===== src/rtl/bcd_scan4_if.sv =====
// Display-side bundle for the four-digit scanner: digit/dp requests in,
// decoder code, active-low anodes, decimal point and slot tick out.
interface bcd_scan4_if;
  logic [15:0] x;
  logic [3:0]  dp_in;
  logic        lzb;
  logic [3:0]  d;
  logic [3:0]  an;
  logic        dp;
  logic        tick;

  modport master (
    output x, dp_in, lzb,
    input  d, an, dp, tick
  );

  modport slave (
    input  x, dp_in, lzb,
    output d, an, dp, tick
  );
endinterface


===== src/rtl/bcd_scan4.sv =====
// Four-digit multiplexed display scanner: per-frame snapshot of BCD digits,
// one blank cycle per slot for anti-ghosting, optional leading-zero blanking.
module bcd_scan4 #(
  parameter int DIV = 50000
) (
  input  logic       clk,
  input  logic       reset,
  bcd_scan4_if.slave bus
);
  localparam int CW = $clog2(DIV);
  localparam logic [CW-1:0] LAST = CW'(DIV - 1);

  logic [CW-1:0] cnt_reg;
  logic [1:0]    idx_reg;
  logic [15:0]   snap_reg;
  logic [3:0]    dps_reg;
  logic          lzb_reg;
  logic          tick;
  logic          en;
  logic [3:0]    nz;
  logic [3:0]    blank;

  assign tick = (cnt_reg == LAST);

  always_ff @(posedge clk) begin
    if (reset) begin
      cnt_reg  <= '0;
      idx_reg  <= 2'd0;
      snap_reg <= 16'h0000;
      dps_reg  <= 4'h0;
      lzb_reg  <= 1'b0;
    end else begin
      // lzb is registered so no input reaches an output combinationally
      lzb_reg <= bus.lzb;
      if (tick) begin
        cnt_reg <= '0;
        idx_reg <= idx_reg + 2'd1;
        if (idx_reg == 2'd3) begin
          snap_reg <= bus.x;
          dps_reg  <= bus.dp_in;
        end
      end else begin
        cnt_reg <= cnt_reg + 1'b1;
      end
    end
  end

  // A digit is blanked when it and every more-significant digit are zero
  for (genvar gi = 0; gi < 4; gi++) begin : g_nz
    assign nz[gi] = (snap_reg[4*gi +: 4] == 4'd0);
  end

  assign blank[3] = nz[3];
  for (genvar gi = 1; gi < 3; gi++) begin : g_blank
    assign blank[gi] = nz[gi] & blank[gi+1];
  end
  assign blank[0] = 1'b0;

  assign en       = (cnt_reg != '0) && !(lzb_reg && blank[idx_reg]);
  assign bus.d    = snap_reg[{idx_reg, 2'b00} +: 4];
  assign bus.tick = tick;

  always_comb begin
    bus.an = 4'hF;
    bus.dp = 1'b1;
    if (en) begin
      bus.an[idx_reg] = 1'b0;
      bus.dp          = ~dps_reg[idx_reg];
    end
  end
endmodule


===== src/flat_wrapper.sv =====
// flat-port wrapper written by rule: the top's interface ports become plain ports
module bcd_scan4_flat 
#(
  parameter int DIV = 50000
)
  (clk, reset, bus_x, bus_dp_in, bus_lzb, bus_d, bus_an, bus_dp, bus_tick);
  bcd_scan4_if bus_i ();
  input  logic clk;
  input  logic reset;
  input wire logic [$bits(bus_i.x)-1:0] bus_x;
  input wire logic [$bits(bus_i.dp_in)-1:0] bus_dp_in;
  input wire logic [$bits(bus_i.lzb)-1:0] bus_lzb;
  output wire logic [$bits(bus_i.d)-1:0] bus_d;
  output wire logic [$bits(bus_i.an)-1:0] bus_an;
  output wire logic [$bits(bus_i.dp)-1:0] bus_dp;
  output wire logic [$bits(bus_i.tick)-1:0] bus_tick;
  assign bus_i.x = bus_x;
  assign bus_i.dp_in = bus_dp_in;
  assign bus_i.lzb = bus_lzb;
  assign bus_d = bus_i.d;
  assign bus_an = bus_i.an;
  assign bus_dp = bus_i.dp;
  assign bus_tick = bus_i.tick;
  bcd_scan4 #(.DIV(DIV)) u_core (.clk(clk), .reset(reset), .bus(bus_i));
endmodule

===== config.mk =====
export PLATFORM = sky130hd
export DESIGN_NAME = bcd_scan4_flat
export DESIGN_NICKNAME = d
export VERILOG_FILES = /design/src/rtl/bcd_scan4_if.sv /design/src/rtl/bcd_scan4.sv /design/src/flat_wrapper.sv
export SDC_FILE = /design/constraint.sdc
export NUM_CORES = 1
export LEC_CHECK = 0
export ABC_AREA = 1
export CAP_MARGIN = 20
export CORE_AREA = 4 4 67 69
export DETAILED_ROUTE_END_ITERATION = 6
export DIE_AREA = 0 0 71 73
export PLACE_DENSITY = 0.78
export SLEW_MARGIN = 20
export SYNTH_ARGS = -nofsm -noshare
export SYNTH_HDL_FRONTEND = slang
export SYNTH_SLANG_ARGS = --single-unit

===== constraint.sdc =====
create_clock -name clk -period 1.5 [get_ports clk]
set_input_delay 0.3 -clock clk [delete_from_list [all_inputs] [get_ports clk]]
set_output_delay 0.3 -clock clk [all_outputs]
set_load 0.05 [all_outputs]

* Word level (Yosys, flattened, before mapping)
Cells that the tools add are included.
** Cells by class
- Magnitude comparators :: 2
- Mux-type cells :: 8
- Bitwise logic cells :: 4
- Shift operators :: 1
- Eq/ne operators :: 2
- Reduce and logical (&&, ||, !) cells :: 10
- $add $sub $neg :: 2
** Operators by type and width (number)
- adder 16 x 1 -> 16 bit (second input constant) :: 1
- equality test 16 bit (second input constant) :: 1
- nonzero test 16 bit :: 1
- indexed part select 16 x 5 -> 4 bit :: 1
- zero test 4 bit :: 3
- binary-select mux 1 bit (select 2 bit) :: 2
- 2-to-1 mux 1 bit :: 4
- 2-to-1 mux 4 bit :: 1
- NOT 4 bit :: 1
- logical AND 1 bit :: 3
- less-than comparator 2 x 3 -> 1 bit (second input constant) :: 1
- adder 2 x 1 -> 2 bit (second input constant) :: 1
- bitwise AND 1 bit :: 2
- demux 1 bit (select 2 bit) :: 1
- equality test 2 bit (second input constant) :: 1
- greater-or-equal comparator 2 x 1 -> 1 bit (second input constant) :: 1
- AND reduction 2 bit :: 1
- OR reduction 2 bit :: 1
- zero test 1 bit :: 1
- NOT 1 bit :: 1
** Storage, ports and cells
- Output and inout bits :: 10
- Flip-flop bits (word level) :: 39
- Word-level logic and storage cells :: 34
- Bits of input ports :: 23

* Longest topological paths before layout
Gate-level depths: netlist of run 1.
- Depth in word-level cells :: 9
- Depth in mapped cells :: 9
- Depth with buffers taken out :: 8

* Least setup slack after synthesis of run 1
Ideal clock, no wire load.
- Path kind :: reg2out
- Start point :: register u_core.idx_reg[0]
- End point :: output port bus_d[1]
- Buffers on the path :: 1
- Data required time :: 1.200 ns
- Stages on the path, launching flop included :: 6
- Setup slack :: -0.438 ns
- Arrival time :: 1.638 ns
- Cell sequence :: dfxtp_1 -> inv_1 -> clkbuf_1 -> o21ai_0 -> a21oi_1 -> a21oi_1
** On the way
- Word-level cells in the longest chain between the ends :: 1
** RTL lines
- from (decl) :: line bcd_scan4.sv:14 : logic [1:0] idx_reg;
- from (signal assigned) :: line bcd_scan4.sv:37 : idx_reg <= idx_reg + 2'd1;
- indexed part select 16 x 5 -> 4 bit :: line bcd_scan4.sv:60 : assign bus.d = snap_reg[{idx_reg, 2'b00} +: 4];
- to (decl) :: line flat_wrapper.sv:13 : output wire logic [$bits(bus_i.d)-1:0] bus_d;
Every way passes these cells.

* Final worst setup path of run 1
- Start point :: register u_core.cnt_reg[0]
- End point :: output port bus_an[2]
** On the way
- Word-level cells in the longest chain between the ends :: 3
** RTL lines
- from (decl) :: line bcd_scan4.sv:13 : logic [CW-1:0] cnt_reg;
- from (signal assigned) :: line bcd_scan4.sv:43 : cnt_reg <= cnt_reg + 1'b1;
- nonzero test 16 bit :: line bcd_scan4.sv:59 : assign en = (cnt_reg != '0) && !(lzb_reg && blank[idx_reg]);
- logical AND 1 bit :: line bcd_scan4.sv:59
- 2-to-1 mux 4 bit :: line bcd_scan4.sv:66 : if (en) begin
- to (decl) :: line flat_wrapper.sv:14 : output wire logic [$bits(bus_i.an)-1:0] bus_an;
Every way passes these cells.

==> results of run 1 <==
-- final cells by class --
class	instances	area share, %
multi-input combinational	226	42.1
sequential	39	25.6
timing repair buffer	63	22.4
inverter	37	4.74
clock buffer	8	3.19
tap	50	1.99
-- worst max-delay path: stages, from the launching register on --
cell and delay, ps:
dfxtp_4 370, inv_4 60, ha_4 120, nand2_2 50, nor3_2 100, nand4_1 130, buf_6 180, nand3_4 100
buf_12 140
-- cells by family (layout without fill, tap and decap cells) --
group / Yosys count / count (layout)
compound gates: 31 / 31
xor+xnor: 4 / 4
flops: 39 / 39
buf+inv: 46 / 108
simple gates: 184 / 185
fa+ha+maj: 6 / 6
-- worst paths after layout --
kind / startpoint / end / slack [ps]
min reg2reg: u_core.cnt_reg[13]$_SDFF_PP0_ / u_core.cnt_reg[13]$_SDFF_PP0_ / 510
min: u_core.cnt_reg[13]$_SDFF_PP0_ / u_core.cnt_reg[13]$_SDFF_PP0_ / 510
max: u_core.cnt_reg[0]$_SDFF_PP0_ / bus_an[2] / -340
max reg2reg: u_core.cnt_reg[14]$_SDFF_PP0_ / u_core.idx_reg[1]$_SDFFE_PP0P_ / -40
-- per-layer routing --
| layer | GRT usage [%] | part of all wire, % | vias to the layer above |
|---|---|---|---|
| met3 | 5.79 | 7.0 | 35 |
| met1 | 29.2 | 41 | 1032 |
| li1 | - | - | 1088 |
| met2 | 37.7 | 48 | 119 |
| met5 | 0 | 0 | - |
| met4 | 8.35 | 4.4 | 0 |
-- power groups by stage --
stage	sequential, mW	clock [mW]	combinational (mW)
final	1.05	0.788	0.193
after global routing	1.05	0.824	0.204
after CTS	1.05	0.785	0.187
after detailed placement	1.07	0	0.166
after global placement	1.07	0	0.163
after floorplan	1.07	0	0.0652
-- through the flow --
step	worst slack, ps	cells
2_1_floorplan	-96.6	310
3_3_place_gp	9.36	408
3_5_place_dp	-48.1	408
4_1_cts	-306	419
5_1_grt	-381	423
6_report	-337	423
-- Yosys cell counts, drive strengths merged --
master	number	area, µm²
nand3	15	85.1
o21ai	12	60.1
a21oi	18	90.1
nand4	5	31.3
buf	7	50.1
xor2	1	8.76
nor3b	1	7.51
nand2	79	304
nand3b	1	7.51
clkinv	1	3.75
nor3	5	36.3
clkbuf	2	7.51
xnor2	3	26.3
ha	6	75.1
inv	36	135
dfxtp	39	781
nor2	74	288
o22ai	1	6.26
or2	4	25.0
-- what timing repair did --
| action | CTS | global route |
|---|---|---|
| gates resized for setup | 53 | 26 |
| hold buffers | 0 | 0 |
| endpoints found under the setup margin | 10 | 47 |
| pin swaps | 9 | 4 |
| setup buffers | 2 | 3 |
| gates cloned | 1 | 1 |
==> summary.md, run 1 <==
| Metric | Value |
|---|---|
| Outcome | `finished with violations` |
| Violated checks | `negative setup slack` |
| First-pass iteration count of the detailed router | `5` |
| Gpl congestion | `0.870` |
| Hold/Removal Path Class | `register to register` |
| Power, Total | `2.03 mW` |
| Fin crit period | `1840 ps` |
| Count of state elements after synthesis | `39` |
| Cell variety after synth | `28` |
| TritonCTS clock tree | `yes` |
| Most common cell after layout, fill and taps aside | `nand2_1` |
| VDD IR-drop max | `0.000503 V` |
| Arr. time, crit path | `1540 ps` |
| Setup violators final | `12` |
| Via count | `2274` |
| Pin count of the biggest net entering global routing | `41` |
| GRT overflow | `0` |
| Commonest non-fill, non-tap cells in the layout | `70 x nand2_1, 65 x nor2_1, 32 x dfxtp_1` |
| Fin area | `3140 µm²` |
| Final HPWL DP | `3690 µm` |
| I/O pin count | `33` |
| Leak | `1.37 nW` |
| CP Launch Type | `register` |
| Via-to-Cell Ratio | `5.38` |
| Post-synthesis sequential area ratio | `38.5%` |
| Max cap viols | `0` |
| Worst Reg-to-Reg Cells | `8` |
| Crit path capture type | `output pin` |
| Final max-slew violation count | `0` |
| Setup_tns | `-2300 ps` |
| Die Height | `73 µm` |
| Core box area | `3910 µm²` |
| Final nets | `401` |
| Crit path max fanout | `5` |
| Port Buffers | `32` |
| Required @ worst endpoint | `1200 ps` |
| GRT Overall Usage | `22.9%` |
| DR DRC count | `0` |
| Comb pwr share | `9.5%` |
| Multiplexer share of the synthesized area | `0%` |
| Worst-Skew Late Latency | `300 ps` |
| Vias in the first global route | `2035` |
| Mapped Avg Cell Area | `6.54 µm²` |
| Antenna violations before repair | `0` |
| Clk buf depth | `2` |
| CTS clk-pin slew, worst paths | `70 ps` |
| Std-Cell Rows | `23` |
| Worst Setup Slack, final | `-337 ps` |
| Endpoints failing hold | `0` |
| Die Wd | `71 µm` |
| Seq. cell area | `802 µm²` |
| P_int | `1.56 mW` |
| Slew HR | `80.7%` |
| Switching share of power | `23.1%` |
| Area delta synth->final | `54.7%` |
| Synth Area in XOR/XNOR | `1.73%` |
| CTS Buf Count | `5` |
| Synth warn | `0` |
| Global-route wire length before repair | `9310 µm` |
| Fillers | `247` |
| Final Util | `80.2%` |
| Clk pwr share | `38.9%` |
| WL/cell | `15.3 µm` |
| Placement Cell Area | `2720 µm²` |
| Main combinational cell family by area after synthesis | `simple AND/OR/NAND/NOR gates` |
| Diode count | `0` |
| Post-Synth Adder-Cell Area | `3.70%` |
| Measured slew at the worst slew-check pin | `289 ps` |
| DIE AREA | `5180 µm²` |
| Setup Skew | `3.99 ps` |
| Htree depth | `2` |
| Clock Sinks | `39` |
| Worst hold slack | `508 ps` |
| Critical setup path kind | `register to output pin` |
| P_sw | `468 µW` |
| Syn Std Cell Area | `2030 µm²` |
| Post-synthesis compound-gate area fraction | `7.71%` |
| Flop pwr share | `51.6%` |
| Fmax | `0.544 GHz` |
| Drt total wl | `6490 µm` |
| Initial DRC Count | `203` |
| Mapped Nets | `339` |
| Synthesized instance count | `310` |
| Initial Util | `51.8%` |
| Fin crit share | `122%` |
| Power Density | `646 nW/µm²` |
| CTS root buf | `clkbuf_8` |
| Layout cells sized above 1 | `30.0%` |
| Routed Antenna Nets | `0` |
| Simple-gate portion of the synthesized area | `38.7%` |
| Setup repair after global routing missed its margin | `yes` |
| Area of the multi-input gates | `1320 µm²` |
| Worst Hold Depth | `2` |
No activity file was read; power rests on OpenSTA's default activity.
==> run 2: changes to the inputs <==
--- a/config.mk
+++ b/config.mk
@@ -6,11 +6,12 @@
 export NUM_CORES = 1
 export LEC_CHECK = 0
 export ABC_AREA = 1
-export CAP_MARGIN = 20
-export CORE_AREA = 4 4 67 69
+export CAP_MARGIN = 5
+export CORE_AREA = 4 4 63 65
 export DETAILED_ROUTE_END_ITERATION = 6
-export DIE_AREA = 0 0 71 73
-export PLACE_DENSITY = 0.78
+export DIE_AREA = 0 0 67 69
+export DONT_BUFFER_PORTS = 1
+export PLACE_DENSITY = 0.75
 export SLEW_MARGIN = 20
 export SYNTH_ARGS = -nofsm -noshare
 export SYNTH_HDL_FRONTEND = slang
==> run 2 against run 1 <==
  * The run still ends with negative setup slack left
  * Die area decreased by 11%
  * Clock power decreased by 26%
  * Count of clock-buffer cells in the layout decreased by 2
  * Power decreased by 12%
  * Cell area increased by 1.2%
  * Critical path depth decreased by 2
  * Sequential power about the same
  * Maximum frequency decreased by 12%
  * Combinational power decreased by 28%
  * Via count increased by 16%
  * Final cell count decreased by 5.2%
  * Wire length increased by 46%
  * Critical path type unchanged
  * Critical endpoint is now bus_an[3]
  * Largest power group unchanged
==> summary.md, run 2 (synthesis results as in run 1) <==
| Metric | Value |
|---|---|
| Std-Cell Rows | `21` |
| GRT overflow | `0` |
| Crit path capture type | `output pin` |
| Final HPWL DP | `3370 µm` |
| Via count | `2634` |
| Fin area | `3180 µm²` |
| Worst-case hold path end point | `u_core.lzb_reg$_SDFF_PP0_` |
| Final Util | `95.2%` |
| Max cap viols | `0` |
| CTS root buf | `clkbuf_4` |
| Fmax | `0.480 GHz` |
| Fin crit period | `2080 ps` |
| Most common cell after layout, fill and taps aside | `nor2_1` |
| TritonCTS clock tree | `yes` |
| Required @ worst endpoint | `1200 ps` |
| Crit Reg-Reg Endpoint | `u_core.snap_reg[4]$_SDFFE_PP0P_` |
| Via-to-Cell Ratio | `6.57` |
| Worst hold slack | `21.6 ps` |
| Worst Reg-to-Reg Cells | `10` |
| Diode count | `0` |
| Critical path, cell by cell | `nor2_1 > nor3b_1 > nand4_1 > buf_6 > nand3_4 > buf_12` |
| Clk buf depth | `2` |
| DIE AREA | `4620 µm²` |
| Layout cells sized above 1 | `43.1%` |
| Buf/Inv on CP | `2` |
| Core box area | `3340 µm²` |
| Hold/Removal Path Class | `primary input to register` |
| Global-route wire length before repair | `9380 µm` |
| Pin count of the biggest net entering global routing | `21` |
| First-pass iteration count of the detailed router | `7` |
| WL/cell | `23.7 µm` |
| Area delta synth->final | `56.6%` |
| Fin crit share | `139%` |
| Die Wd | `67 µm` |
| Placed cell count | `377` |
| Final max-slew violation count | `0` |
| Max incr delay on CP | `350 ps` |
| Crit-path slowest cell | `dfxtp_1` |
| Power, Total | `1.78 mW` |
| Setup repair after global routing missed its margin | `yes` |
| VDD IR-drop max | `0.000738 V` |
| Setup violators final | `34` |
| Worst Hold Depth | `2` |
| Arr. time, crit path | `1780 ps` |
| CTS Buf Count | `5` |
| I/O pin count | `33` |
| Final nets | `384` |
| Setup Skew | `13.3 ps` |
| Worst flop-to-flop path startpoint | `u_core.cnt_reg[0]$_SDFF_PP0_` |
| CTS clk-pin slew, worst paths | `120 ps` |
| Reg-to-reg slack, setup | `-190 ps` |
| Initial DRC Count | `416` |
| Outcome | `finished with violations` |
| Initial Util | `60.8%` |
| Clock Sinks | `39` |
| Antenna violations before repair | `0` |
| Port Buffers | `0` |
| Power Density | `559 nW/µm²` |
| Critical setup path kind | `register to output pin` |
| DR DRC count | `0` |
| Die Height | `69 µm` |
| Placement Cell Area | `2420 µm²` |
| Vias in the first global route | `2019` |
| Drt total wl | `9500 µm` |
| HP Start | `bus_lzb` |
| Gpl congestion | `0.836` |
| CP top delay family | `simple AND/OR/NAND/NOR gates` |
| Worst Setup Slack, final | `-584 ps` |
| Violated checks | `negative setup slack` |
| Slew HR | `69.3%` |
| Setup slack at placement | `-39.0 ps` |
| Crit path max fanout | `5` |
| Routed Antenna Nets | `0` |
| Measured slew at the worst slew-check pin | `459 ps` |
| Worst-Skew Late Latency | `380 ps` |
| Endpoints failing hold | `0` |
| Leak | `1.33 nW` |
| Htree depth | `2` |
| CP Launch Type | `register` |
| Commonest non-fill, non-tap cells in the layout | `55 x nor2_1, 41 x nand2_1, 32 x dfxtp_1` |
| Post-Layout Cell Count | `401` |
| Setup_tns | `-7470 ps` |
| GRT Overall Usage | `26.1%` |
-- run 2: timing repair --
action,4_1_cts,5_1_grt
hold buffers,0,1
endpoints found under the setup margin,11,46
cloned,4,5
buffers inserted,5,5
resized for setup,48,87
hold endpoints to repair,0,1
pin swaps,8,23
-- run 2: worst max path at each step --
stage,endpoint,cells after the start,slack [ps],from
6_report,bus_an[3],6,-580,u_core.cnt_reg[4]$_SDFF_PP0_
5_1_grt,bus_an[3],6,-580,u_core.snap_reg[15]$_SDFFE_PP0P_
4_1_cts,bus_an[3],7,-350,u_core.idx_reg[0]$_SDFFE_PP0P_
3_5_place_dp,bus_an[3],7,-40,u_core.idx_reg[0]$_SDFFE_PP0P_
3_3_place_gp,bus_an[3],8,0.5,u_core.cnt_reg[1]$_SDFF_PP0_
2_1_floorplan,bus_an[1],6,-100,u_core.cnt_reg[0]$_SDFF_PP0_
-- run 2: worst register-to-register path, cell delays in order (launching register included) --
cell and delay (ps):
dfxtp_2 360, buf_6 110, ha_4 150, nand3_4 90
nor2_4 130, buf_6 120, nand3_4 80, buf_12 170
buf_6 140, nor2_1 160, nor2_1 100
-- run 2: final cells by class --
class | instances | area, µm²
multi-input combinational | 225 | 1500
sequential | 39 | 792
timing repair buffer | 47 | 628
fill | 88 | 160
inverter | 37 | 146
tap | 46 | 57.6
clock buffer | 6 | 51.3
clock inverter | 1 | 5.00
-- run 2: routing by layer --
metal / wire length, µm / global-route usage [%] / up-vias
li1: - / - / 1061
met1: 3290 / 34.9 / 1199
met2: 4380 / 39.4 / 267
met3: 1070 / 6.01 / 107
met4: 764 / 11.7 / 0
met5: 0 / 0 / -
-- run 2: power by group --
group,switching [mW],internal (mW),total [mW],leakage (nW)
Sequential,0.0101,1.04,1.05,0.318
Combinational,0.0895,0.0499,0.139,0.974
Clock,0.367,0.217,0.584,0.0341
Total,0.466,1.31,1.78,1.33
